`src/rtl/riscv_mem_pkg.sv`:
```
// Shared constants and types for the video/data RAM arbitration path.
package riscv_mem_pkg;

  localparam int ADDR_W_DEF = 16;
  localparam int DATA_W_DEF = 32;
  localparam int BE_W_DEF   = DATA_W_DEF / 8;

  // CPU access tracker: WAIT is the single cycle in which cpu_ready is shown.
  typedef enum logic {
    IDLE = 1'b0,
    WAIT = 1'b1
  } cpu_state_t;

endpackage

```
`src/rtl/vram_arbiter.sv`:
```
// Two-requester arbiter in front of a single-port synchronous RAM.
// VGA has priority; a streak counter forces a CPU grant after
// MAX_VGA_STREAK back-to-back VGA wins while the CPU is eligible.
//
// Handshake: the CPU holds cpu_req (and its attributes) until cpu_ready,
// which pulses for exactly one cycle, one cycle after its RAM slot. VGA
// presents vga_req/vga_addr; vga_gnt means the address was issued to RAM
// this cycle, and vga_rvalid/vga_rdata return that word one cycle later.
module vram_arbiter
  import riscv_mem_pkg::*;
#(
  parameter int ADDR_W         = ADDR_W_DEF,
  parameter int DATA_W         = DATA_W_DEF,
  parameter int MAX_VGA_STREAK = 3
) (
  input  logic                                  clock_50,
  input  logic                                  reset_n,
  input  logic                                  cpu_req,
  input  logic                                  cpu_we,
  input  logic [DATA_W/8-1:0]                   cpu_be,
  input  logic [ADDR_W-1:0]                     cpu_addr,
  input  logic [DATA_W-1:0]                     cpu_wdata,
  output logic                                  cpu_ready,
  output logic [DATA_W-1:0]                     cpu_rdata,
  input  logic                                  vga_req,
  input  logic [ADDR_W-1:0]                     vga_addr,
  output logic                                  vga_gnt,
  output logic                                  vga_rvalid,
  output logic [DATA_W-1:0]                     vga_rdata,
  output logic                                  mem_en,
  output logic                                  mem_we,
  output logic [DATA_W/8-1:0]                   mem_be,
  output logic [ADDR_W-1:0]                     mem_addr,
  output logic [DATA_W-1:0]                     mem_wdata,
  input  logic [DATA_W-1:0]                     mem_rdata,
  output cpu_state_t                            dbg_state,
  output logic [$clog2(MAX_VGA_STREAK+1)-1:0]   dbg_streak
);

  localparam int BE_W = DATA_W / 8;
  localparam int SW   = $clog2(MAX_VGA_STREAK + 1);
  localparam logic [SW-1:0] STREAK_MAX = SW'(MAX_VGA_STREAK);

  cpu_state_t    state, state_nxt;
  logic [SW-1:0] streak, streak_nxt;
  logic          cpu_elig;
  logic          vga_win;
  logic          cpu_win;
  logic          cpu_rd_q;

  // Grant decision; gated by reset_n so nothing reaches the RAM in reset.
  always_comb begin
    cpu_elig = reset_n && (state == IDLE) && cpu_req;
    vga_win  = reset_n && vga_req && (!cpu_elig || (streak < STREAK_MAX));
    cpu_win  = cpu_elig && !vga_win;
  end

  // Next-state for the CPU tracker and the starvation counter.
  always_comb begin
    state_nxt  = IDLE;
    streak_nxt = '0;
    if (state == IDLE && cpu_win) state_nxt = WAIT;
    if (cpu_elig && vga_win) begin
      streak_nxt = (streak == STREAK_MAX) ? streak : streak + SW'(1);
    end
  end

  // State, streak, read/write flag of the CPU access and VGA return strobe.
  always_ff @(posedge clock_50 or negedge reset_n) begin
    if (!reset_n) begin
      state      <= IDLE;
      streak     <= '0;
      cpu_rd_q   <= 1'b0;
      vga_rvalid <= 1'b0;
    end else begin
      state      <= state_nxt;
      streak     <= streak_nxt;
      vga_rvalid <= vga_win;
      if (cpu_win) cpu_rd_q <= !cpu_we;
    end
  end

  // RAM port mux and response routing.
  always_comb begin
    mem_en    = vga_win || cpu_win;
    mem_we    = cpu_win && cpu_we;
    mem_be    = cpu_win ? cpu_be : {BE_W{1'b0}};
    mem_addr  = cpu_win ? cpu_addr : (vga_win ? vga_addr : {ADDR_W{1'b0}});
    mem_wdata = cpu_win ? cpu_wdata : {DATA_W{1'b0}};
    vga_gnt   = vga_win;
    vga_rdata = mem_rdata;
    cpu_ready = (state == WAIT);
    cpu_rdata = (cpu_ready && cpu_rd_q) ? mem_rdata : {DATA_W{1'b0}};
    dbg_state  = state;
    dbg_streak = streak;
  end

endmodule

```
`config.mk`:
```
export PLATFORM = sky130hd
export DESIGN_NAME = vram_arbiter
export DESIGN_NICKNAME = d
export VERILOG_FILES = /design/src/rtl/riscv_mem_pkg.sv /design/src/rtl/vram_arbiter.sv
export SDC_FILE = /design/constraint.sdc
export NUM_CORES = 1
export LEC_CHECK = 0
export ABC_AREA = 0
export BUFFER_PORTS_ARGS = -buffer_cell sky130_fd_sc_hd__buf_2
export CAP_MARGIN = 5
export CORE_AREA = 3 3 88 90
export CTS_CLUSTER_SIZE = 16
export DETAILED_ROUTE_END_ITERATION = 7
export DIE_AREA = 0 0 91 93
export GPL_ROUTABILITY_DRIVEN = 0
export GPL_TIMING_DRIVEN = 0
export PLACE_DENSITY = 0.58
export RECOVER_POWER = 50
export SETUP_SLACK_MARGIN = 0.4
export SLEW_MARGIN = 30
export SYNTH_ARGS = -nofsm -noshare
export SYNTH_HDL_FRONTEND = slang
export SYNTH_SLANG_ARGS = --single-unit
export TNS_END_PERCENT = 10
```
`constraint.sdc`:
```
create_clock -name clock_50 -period 1.87 [get_ports clock_50]
set_input_delay 0 -clock clock_50 [delete_from_list [all_inputs] [get_ports clock_50]]
set_output_delay 0 -clock clock_50 [all_outputs]
set_load 0.05 [all_outputs]
```
==> flow_metrics.py <==
metrics = {
    "sta": {
        "worst_slew_pin_slew_ns": 0.624,
        "final.setup.tns_ns": 0,
        "report.final.slew_viol_count": 0,
        "finalSetupViolations": 0,
        "period_share_pct": 91.2,
        "hold_viol": 0,
        "fmax_mhz": 586,
        "finalClockSkew_ns": 0.00236,
        "max_slew_margin_pct": 58.6,
        "layout_setup_ws_ns": 0.164,
        "finalCriticalPeriod_ns": 1.71,
        "rsz0062_at_grt": "yes",
    },
    "setup_path": {
        "path_common_cell": "clkbuf_1",
        "path_cells": "clkbuf_1 -> and3_1 -> clkbuf_1",
        "worstSetupPathType": "register to primary output",
        "critPathTopFamily": "buffers and inverters",
        "worst_path_max_delay_cell": "dfrtp_2",
        "critPathRequiredTime_ns": 1.87,
        "path_buf_inv": 2,
        "r2r-start": "dbg_streak[1]$_DFFE_PN0P_",
        "r2r_cells": 7,
        "reg2reg_slack_ns": 0.44,
        "cp-start-kind": "register",
        "path_max_fanout": 10,
        "r2r-end": "cpu_rd_q$_DFFE_PN0P_",
        "slowest_delay_ns": 0.50,
        "crit_path_end_kind": "primary output",
        "cp.arrival_ns": 1.71,
    },
    "global_routing": {
        "antenna_found_initial": 0,
        "grt_overflow": 0,
        "first_global_vias": 1905,
        "grt_pass1_wl_um": 8910,
        "grtUsageTotal_pct": 12.8,
        "grt_max_degree": 12,
    },
    "layout": {
        "fin_nets": 496,
        "area_delta_synth_final_pct": 148,
        "n_antenna_cell": 0,
        "fin_area_um2": 2830,
        "final_util_pct": 39.6,
        "drive_above_1_share_pct": 73.5,
    },
    "detailed_routing": {
        "first_iter_violations": 34,
        "wl_per_cell_um": 12.3,
        "drt-total-wl_um": 5980,
        "antenna_left": 0,
        "via_per_inst": 3.94,
        "drc": 0,
        "routed-via-count": 1922,
        "dr.pass1.iters": 4,
    },
    "synth": {
        "yosys-top-cells-count": "37 x and2_1, 34 x buf_4, 32 x and3_1",
        "ys_ff_latch": 5,
        "synth_fp_nets": 254,
        "yosysTopAreaCell": "buf_4",
        "yosys_warnings": 0,
        "synth_top_area_share_pct": 22.4,
        "synth_area_leaders": "buf_4 22%, and2_1 20%, and3_1 18%",
        "ys_async_sr_fraction_pct": 100,
        "syn_inst": 148,
        "mappedNetlistArea_um2": 1140,
        "ys_types": 18,
        "synth-edff-count": 0,
        "yosysMostFrequentCell": "and2_1",
        "avgSynthCellArea_um2": 7.70,
        "synthFlopType": "dfrtp_1",
        "yosysSeqAreaShare_pct": 11.0,
    },
    "run": {
        "cap_violations": 0,
    },
    "clock_tree": {
        "cts_root_buf": "clkbuf_8",
        "cts_max_path_buffers": 2,
        "htree_levels": 1,
        "cts_tree": "built",
        "cts_sinks": 5,
        "cts_buffers": 3,
        "clock_latency_ns": 0.22,
        "clkTransAtPathRegs_ns": 0.04,
    },
    "placement": {
        "place_area_um2": 2620,
        "dpl.hpwl_um": 5020,
        "portBuffers": 228,
        "dpl_worst_slack_ns": 0.190,
    },
    "worst_hold_path": {
        "min_to": "dbg_streak[0]$_DFFE_PN0P_",
        "min_from": "reset_n",
        "min_path_cells": 3,
        "hold_class": "input port to register",
    },
    "die": {
        "rows": 31,
        "die-area_um2": 8460,
        "initial_core_util_pct": 16.0,
        "die_y_um": 93,
        "core_area_um2": 7140,
        "die_w_um": 91,
        "ioPinCount": 229,
    },
    "power_and_ir_drop": {
        "ir_drop_uv": 156,
        "total_power_mw": 1.18,
        "leakagePower_nw": 1.73,
        "power.density_nw_per_um2": 416,
    },
    "run_status": {
        "status": "finished clean",
    },
}
-- cells by family after synthesis --
logic type      after synthesis  synth area share [%]
simple gates                 77                  43.0
buf+inv                      46                  29.6
compound gates               18                  14.4
flops                         5                  11.0
mux                           1                 0.878
fa+ha+maj                     1                  1.10
-- power breakdown --
part | internal [mW] | total, mW | switching, mW
registers | 0.117 | 0.128 | 0.0109
logic | 0.300 | 0.844 | 0.544
clock network | 0.147 | 0.205 | 0.0586
total | 0.563 | 1.18 | 0.614
-- layer usage --
layer	wire length [um]	share of wire (%)	vias up	global-route usage, %
met5	0	0	-	0
met4	47	0.79	0	4.27
met3	555	9.3	4	2.98
met2	3220	54	117	24.5
met1	2160	36	845	13.7
li1	-	-	956	-
-- worst max path at each step --
stage	start	endpoint	slack [ns]	depth (start not counted)
global placement	dbg_streak[0]$_DFFE_PN0P_	mem_addr[7]	0.21	6
global route	cpu_ready$_DFF_PN0_	cpu_rdata[3]	0.07	3
finish	cpu_ready$_DFF_PN0_	cpu_rdata[12]	0.16	3
floorplan	dbg_streak[0]$_DFFE_PN0P_	mem_addr[10]	0.32	5
CTS	dbg_streak[0]$_DFFE_PN0P_	mem_addr[14]	0.17	7
detailed placement	dbg_streak[0]$_DFFE_PN0P_	mem_addr[4]	0.19	6
-- stage by stage --
step / std cells / hold slack, ns
floorplan: 148 / -0.296
finish: 488 / 0.0717
detailed placement: 475 / -0.139
global route: 488 / 0.108
global placement: 475 / -0.142
CTS: 488 / 0.0378
-- worst min-delay path, cell delays in order --
cell and delay [ns]:
clkbuf_1 0.13, nand3_1 0.09, nor2_1 0.04
-- cell type report --
cell class / instances / area (um2)
buffer: 45 / 345
inverter: 1 / 3.75
fill: 788 / 4310
timing repair buffer: 237 / 1280
sequential: 5 / 129
multi-input combinational: 97 / 895
clock buffer: 4 / 45.0
tap: 99 / 124
-- flip-flops by register name, indices dropped and copies added (netlist names) --
signal / count
cpu_rd_q: 1
cpu_ready: 1
dbg_streak: 2
vga_rvalid: 1
-- repair_timing --
action,4_1_cts,5_1_grt
hold endpoints to repair,6,0
buffers inserted,7,0
pin swaps,2,1
gates resized for setup,50,2
endpoints found under the setup margin,82,85
hold buffers,2,0
-- layout by cell type (no fill, tap or decap), drive strengths merged --
| master | count |
|---|---|
| nand2 | 2 |
| and3 | 32 |
| dfrtp | 5 |
| nor2b | 2 |
| a22o | 16 |
| ha | 1 |
| a21oi | 1 |
| nand3 | 1 |
| buf | 216 |
| dlygate4sd3 | 2 |
| clkbuf | 68 |
| nor3 | 1 |
| and2 | 37 |
| inv | 1 |
| o21a | 1 |
| nor2 | 1 |
| and4 | 1 |
| mux2i | 1 |
Power figures use the tool's default switching activity.
